===== src/rtl/term_in_fifo.sv =====
// Terminal ingress FIFO: first-word-fall-through circular buffer with
// occupancy flags, sticky overflow/underflow and saturating statistics.
module term_in_fifo #(
  parameter int pckg_sz    = 40,
  parameter int fifo_depth = 4,
  parameter int CNT_W      = 16
) (
  input  logic                          clk,
  input  logic                          reset,
  input  logic                          push,
  input  logic [pckg_sz-1:0]            data_in,
  output logic                          full,
  output logic                          almost_full,
  input  logic                          popin,
  output logic [pckg_sz-1:0]            data_out_i_in,
  output logic                          pndng_i_in,
  output logic [$clog2(fifo_depth):0]   count,
  output logic                          ovf,
  output logic                          udf,
  input  logic                          clr_err,
  output logic [CNT_W-1:0]              pushed_cnt,
  output logic [CNT_W-1:0]              popped_cnt,
  output logic [CNT_W-1:0]              drop_cnt
);
  localparam int AW = $clog2(fifo_depth);
  localparam int CW = AW + 1;

  typedef enum logic [1:0] {S_EMPTY, S_PARTIAL, S_FULL} state_t;

  state_t             r_state, w_state_nxt;
  logic [pckg_sz-1:0] r_mem [fifo_depth];
  logic [AW-1:0]      r_wr, r_rd;
  logic [CW-1:0]      r_cnt, w_cnt_nxt;
  logic               r_ovf, r_udf;
  logic [CNT_W-1:0]   r_pushed, r_popped, r_drop;
  logic               w_do_push, w_do_pop, w_drop, w_udf_ev;

  // state register; mirrors occupancy class of r_cnt
  always_ff @(posedge clk or posedge reset) begin
    if (reset) r_state <= S_EMPTY;
    else       r_state <= w_state_nxt;
  end

  // next-state: per-state accept/pop/drop decisions and resulting occupancy
  always_comb begin
    w_do_push = 1'b0;
    w_do_pop  = 1'b0;
    w_drop    = 1'b0;
    w_udf_ev  = 1'b0;
    unique case (r_state)
      S_EMPTY: begin
        w_do_push = push;
        w_udf_ev  = popin;              // pop ignored, push still lands
      end
      S_PARTIAL: begin
        w_do_push = push;
        w_do_pop  = popin;
      end
      default: begin                    // S_FULL
        w_do_pop  = popin;
        w_do_push = push & popin;       // freed slot takes the push
        w_drop    = push & ~popin;
      end
    endcase
    w_cnt_nxt = r_cnt;
    if (w_do_push && !w_do_pop)      w_cnt_nxt = r_cnt + CW'(1);
    else if (w_do_pop && !w_do_push) w_cnt_nxt = r_cnt - CW'(1);
    if (w_cnt_nxt == CW'(0))               w_state_nxt = S_EMPTY;
    else if (w_cnt_nxt == CW'(fifo_depth)) w_state_nxt = S_FULL;
    else                                   w_state_nxt = S_PARTIAL;
  end

  // outputs: all derived from registered state only
  always_comb begin
    full          = (r_state == S_FULL);
    pndng_i_in    = (r_state != S_EMPTY);
    almost_full   = (r_cnt >= CW'(fifo_depth - 1));
    data_out_i_in = pndng_i_in ? r_mem[r_rd] : '0;
    count         = r_cnt;
    ovf           = r_ovf;
    udf           = r_udf;
    pushed_cnt    = r_pushed;
    popped_cnt    = r_popped;
    drop_cnt      = r_drop;
  end

  // pointers and occupancy; power-of-two depth lets pointers wrap naturally
  always_ff @(posedge clk or posedge reset) begin
    if (reset) begin
      r_wr  <= '0;
      r_rd  <= '0;
      r_cnt <= '0;
    end else begin
      if (w_do_push) r_wr <= r_wr + AW'(1);
      if (w_do_pop)  r_rd <= r_rd + AW'(1);
      r_cnt <= w_cnt_nxt;
    end
  end

  // storage has no reset; contents are only visible while occupied
  always_ff @(posedge clk) begin
    if (w_do_push) r_mem[r_wr] <= data_in;
  end

  // sticky error flags and saturating statistics; clear beats any event
  always_ff @(posedge clk or posedge reset) begin
    if (reset) begin
      r_ovf    <= 1'b0;
      r_udf    <= 1'b0;
      r_pushed <= '0;
      r_popped <= '0;
      r_drop   <= '0;
    end else if (clr_err) begin
      r_ovf    <= 1'b0;
      r_udf    <= 1'b0;
      r_pushed <= '0;
      r_popped <= '0;
      r_drop   <= '0;
    end else begin
      if (w_drop)   r_ovf <= 1'b1;
      if (w_udf_ev) r_udf <= 1'b1;
      if (w_do_push && r_pushed != '1) r_pushed <= r_pushed + CNT_W'(1);
      if (w_do_pop  && r_popped != '1) r_popped <= r_popped + CNT_W'(1);
      if (w_drop    && r_drop   != '1) r_drop   <= r_drop   + CNT_W'(1);
    end
  end

endmodule


===== config.mk =====
export PLATFORM = sky130hd
export DESIGN_NAME = term_in_fifo
export DESIGN_NICKNAME = d
export VERILOG_FILES = /design/src/rtl/term_in_fifo.sv
export SDC_FILE = /design/constraint.sdc
export NUM_CORES = 1
export LEC_CHECK = 0
export CORE_MARGIN = 1
export CORE_UTILIZATION = 44
export CTS_CLUSTER_DIAMETER = 80
export DETAILED_ROUTE_END_ITERATION = 6
export MAX_ROUTING_LAYER = met4
export PLACE_DENSITY = 0.75
export SLEW_MARGIN = 20
export SYNTH_ARGS = -nofsm -noshare
export SYNTH_HDL_FRONTEND = slang
export SYNTH_SLANG_ARGS = --single-unit

===== constraint.sdc =====
create_clock -name clk -period 2.29 [get_ports clk]
set_clock_uncertainty 0.05 [all_clocks]
set_input_delay 0.229 -clock clk [delete_from_list [all_inputs] [get_ports clk]]
set_output_delay 0.229 -clock clk [all_outputs]
set_load 0.02 [all_outputs]

==> results.cfg <==
[power_and_ir_drop]
p_clk_share_pct = 26.7
leakage_nw = 4.313
p_int_mw = 9.720
max-vdd-ir-drop_uv = 690.6
p_per_area_nw_per_um2 = 1173
seqPwrFrac_pct = 37.4
switching_share_pct = 30.55
comb_power_share_pct = 35.9
p_sw_mw = 4.276

[worst_setup_path]
r2r_slack_ps = 230
worstSetupPathType = flop to output port
critPathRequiredTime_ps = 2010
worstPathMaxFanout = 7
cp-endpoint = data_out_i_in[20]
arrival_ps = 2030
r2r-start = drop_cnt[0]$_DFFE_PP0P_
start_kind = flop
end_kind = output port
rr_worst_depth = 6
critPathLaunch = r_rd[0]$_DFFE_PP0P_
worstReg2RegEnd = drop_cnt[10]$_DFFE_PP0P_

[synth]
synth_cell_types = 47
synth_largest_area_cell = edfxtp_1
synthTopCellsByArea = edfxtp_1 (52%), dfrtp_1 (16%), mux4_2 (9.8%)
netlist.area_leader.share_pct = 52.31
synthCells = 594
synth-simple-area-share_pct = 12.11
syn_area_um2 = 9185
ys_seq_area_share_pct = 68.38
synth_top_family_by_area = simple AND/OR/NAND/NOR gates
synthMuxAreaShare_pct = 9.917
syn_avg_cell_area_um2 = 15.46
synth-seq-cells = 219
synth_compound_area_share_pct = 2.697
synth_nets = 649
synth_xor_area_share_pct = 3.719
synthAdderAreaFrac_pct = 1.362
ys_warn_count = 0

[sta]
slew_headroom_pct = 52.92
setup_viol = 6
hold_ws_ps = 39.00
hold_viol = 0
fin_crit_sh_pct = 100.8
setup_ws_ps = -17.95
tns_ps = -55.01
fmax_mhz = 433.3
post-route-min-period_ps = 2308
tightest_slew_ps = 699.7
drv_slew = 0
rsz0062_at_grt = true

[floorplan]
die_width_um = 146.5
die_area_um2 = 21460
core_area_um2 = 20360
io-pin-count = 141
initial_core_util_pct = 45.10
rows = 52
die_y_um = 146.5

[min_path]
hp-class = input port to async pin

[grt]
grt_pass1_wl_um = 31530
antenna_found_initial = 0
grt_usage_pct = 19.41
grt_pass1_vias = 5898
grt_overflow_total = 0
grt_start_max_net_pins = 51

[finish]
layout-drive-gt1-share_pct = 21.74
final_util_pct = 58.59
fill_cells = 1531
syn2layout_area_growth_pct = 29.90
layout.nets = 821
num_antenna_cells = 0

[cts]
htree_levels = 1
clock_latency_ps = 490
cts-buffers-inserted = 23
cts-root-buf = clkbuf_16
cts_sinks = 219
cts_buffer_depth = 3
cts_tree = built
clk_pin_slew_ps = 60

[detailed_routing]
vias = 5592
viasPerCell = 5.316
wl_um = 19760
postRouteAntennaNets = 0
drt-initial-drc-count = 320
drtPass1Iterations = 4
wl_per_cell_um = 18.78
route.detailed.drc = 0

[placed_design]
port_buffers = 140
place_congestion = 0.8799
detailed_place_hpwl_um = 12470

[flow_run]
maxCapViolCount = 0

[status]
violations = setup timing
outcome = finished, violations left
-- per-stage QoR --
step	total power [mW]	setup slack (ps)	instances	cell area (µm²)
2_1_floorplan	8.117	180.0	594	9185
3_3_place_gp	10.13	52.21	1004	11090
3_5_place_dp	10.26	-9.159	1004	11090
4_1_cts	14.23	-57.43	1053	11950
5_1_grt	14.65	-97.90	1052	11930
6_report	14.00	-17.95	1052	11930
-- cell usage after synthesis (all sizes together) --
cell           instances
clkbuf                13
and2                   1
nor2                  52
a2bb2oi                1
mux2i                  1
nand2b                 2
a21oi                 15
mux4                  40
ha                    10
or3                    7
nor3b                  1
and3                  10
nand3                 18
dfrtp                 59
xnor2                 29
nand2                 20
a31oi                  1
a211oi                 2
nor4b                  1
nor2b                 43
or4                    1
edfxtp               160
xor2                  10
o22ai                  2
nor3                  14
o21a                   1
nand4                 17
clkdlybuf4s18          1
a22oi                  1
o41ai                  1
nor4                  11
and3b                  1
inv                   14
a311oi                 1
and4                   6
o211ai                 1
a21boi                 1
buf                   10
o21ai                 15
-- logic make-up (layout without fill, tap and decap cells) --
family	count (synthesis)	in the layout
flops	219	219
simple gates	205	205
compound gates	42	42
mux	41	41
xor+xnor	39	39
buf+inv	38	226
fa+ha+maj	10	10
-- placed cells by master (no fill, tap or decap), types with 2 or more instances in the layout --
master,count
edfxtp_1,160
clkdlybuf4s50_1,98
dfrtp_1,57
nor2_1,50
mux4_2,40
nor2b_1,34
xnor2_1,29
buf_2,27
clkbuf_16,23
buf_4,22
nand2_1,20
nand3_1,17
nand4_1,16
a21oi_1,15
nor3_1,14
inv_1,13
nor4_1,11
o21ai_0,11
xor2_1,10
ha_1,10
buf_6,10
buf_12,9
nor2b_4,8
or3_1,7
and3_1,6
and4_1,5
clkbuf_1,5
o21ai_1,4
and3_2,4
clkbuf_8,4
clkinv_2,4
bufinv_16,3
buf_16,3
a211oi_1,2
o22ai_1,2
dlygate4sd2_1,2
dfrtp_2,2
-- layer usage --
| layer | track usage [%] | up-vias | share of wire, % |
|---|---|---|---|
| met5 | - | - | 0 |
| met4 | 3.906 | 0 | 1.1 |
| met3 | 4.406 | 18 | 7.2 |
| met2 | 33.26 | 192 | 50 |
| met1 | 23.57 | 2784 | 41 |
| li1 | - | 2598 | - |
-- what timing repair did --
| action | CTS | global route |
|---|---|---|
| endpoints found under the hold margin | 0 | 0 |
| buffers inserted | 5 | 0 |
| resized for setup | 209 | 1 |
| endpoints found under the setup margin | 41 | 39 |
| hold buffers | 0 | 0 |
| cloned | 3 | 0 |
-- power groups by stage --
stage,logic (mW),clock network (mW),registers (mW)
finish,5.03,3.74,5.23
global route,5.38,3.99,5.28
CTS,5.16,3.83,5.24
detailed placement,4.95,0,5.31
global placement,4.86,0,5.26
floorplan,2.84,0,5.28
-- worst min-delay path by stage --
stage,start,end,slack (ps),cells past startpoint
after floorplan,data_in[0],r_mem[0][0]$_DFFE_PP_,280,0
after global placement,udf$_DFFE_PP0P_,udf$_DFFE_PP0P_,440,2
after detailed placement,udf$_DFFE_PP0P_,udf$_DFFE_PP0P_,450,2
after CTS,reset,pushed_cnt[14]$_DFFE_PP0P_,30,2
after global routing,reset,pushed_cnt[14]$_DFFE_PP0P_,70,2
final,reset,pushed_cnt[11]$_DFFE_PP0P_,40,2
-- layout make-up --
type / count / area [µm²] / area share (%)
clock buffer: 32 / 649.4 / 5.443
timing repair buffer: 171 / 1674 / 14.03
inverter: 14 / 52.55 / 0.4404
tap: 270 / 337.8 / 2.831
sequential: 219 / 6284 / 52.66
clock inverter: 9 / 121.4 / 1.017
multi-input combinational: 337 / 2813 / 23.57
-- sequential cells by signal, indices dropped and copies added, names as in the netlist --
name,count
count,3
drop_cnt,16
ovf,1
popped_cnt,16
pushed_cnt,16
r_mem,160
r_rd,2
r_state,2
r_wr,2
udf,1
-- worst max-delay path, cell delays in order (launching register included) --
cell,delay [ps]
dfrtp_2,420
buf_6,150
buf_12,140
mux4_2,520
nor2b_1,140
buf_2,160
Power figures use the tool's default switching activity.
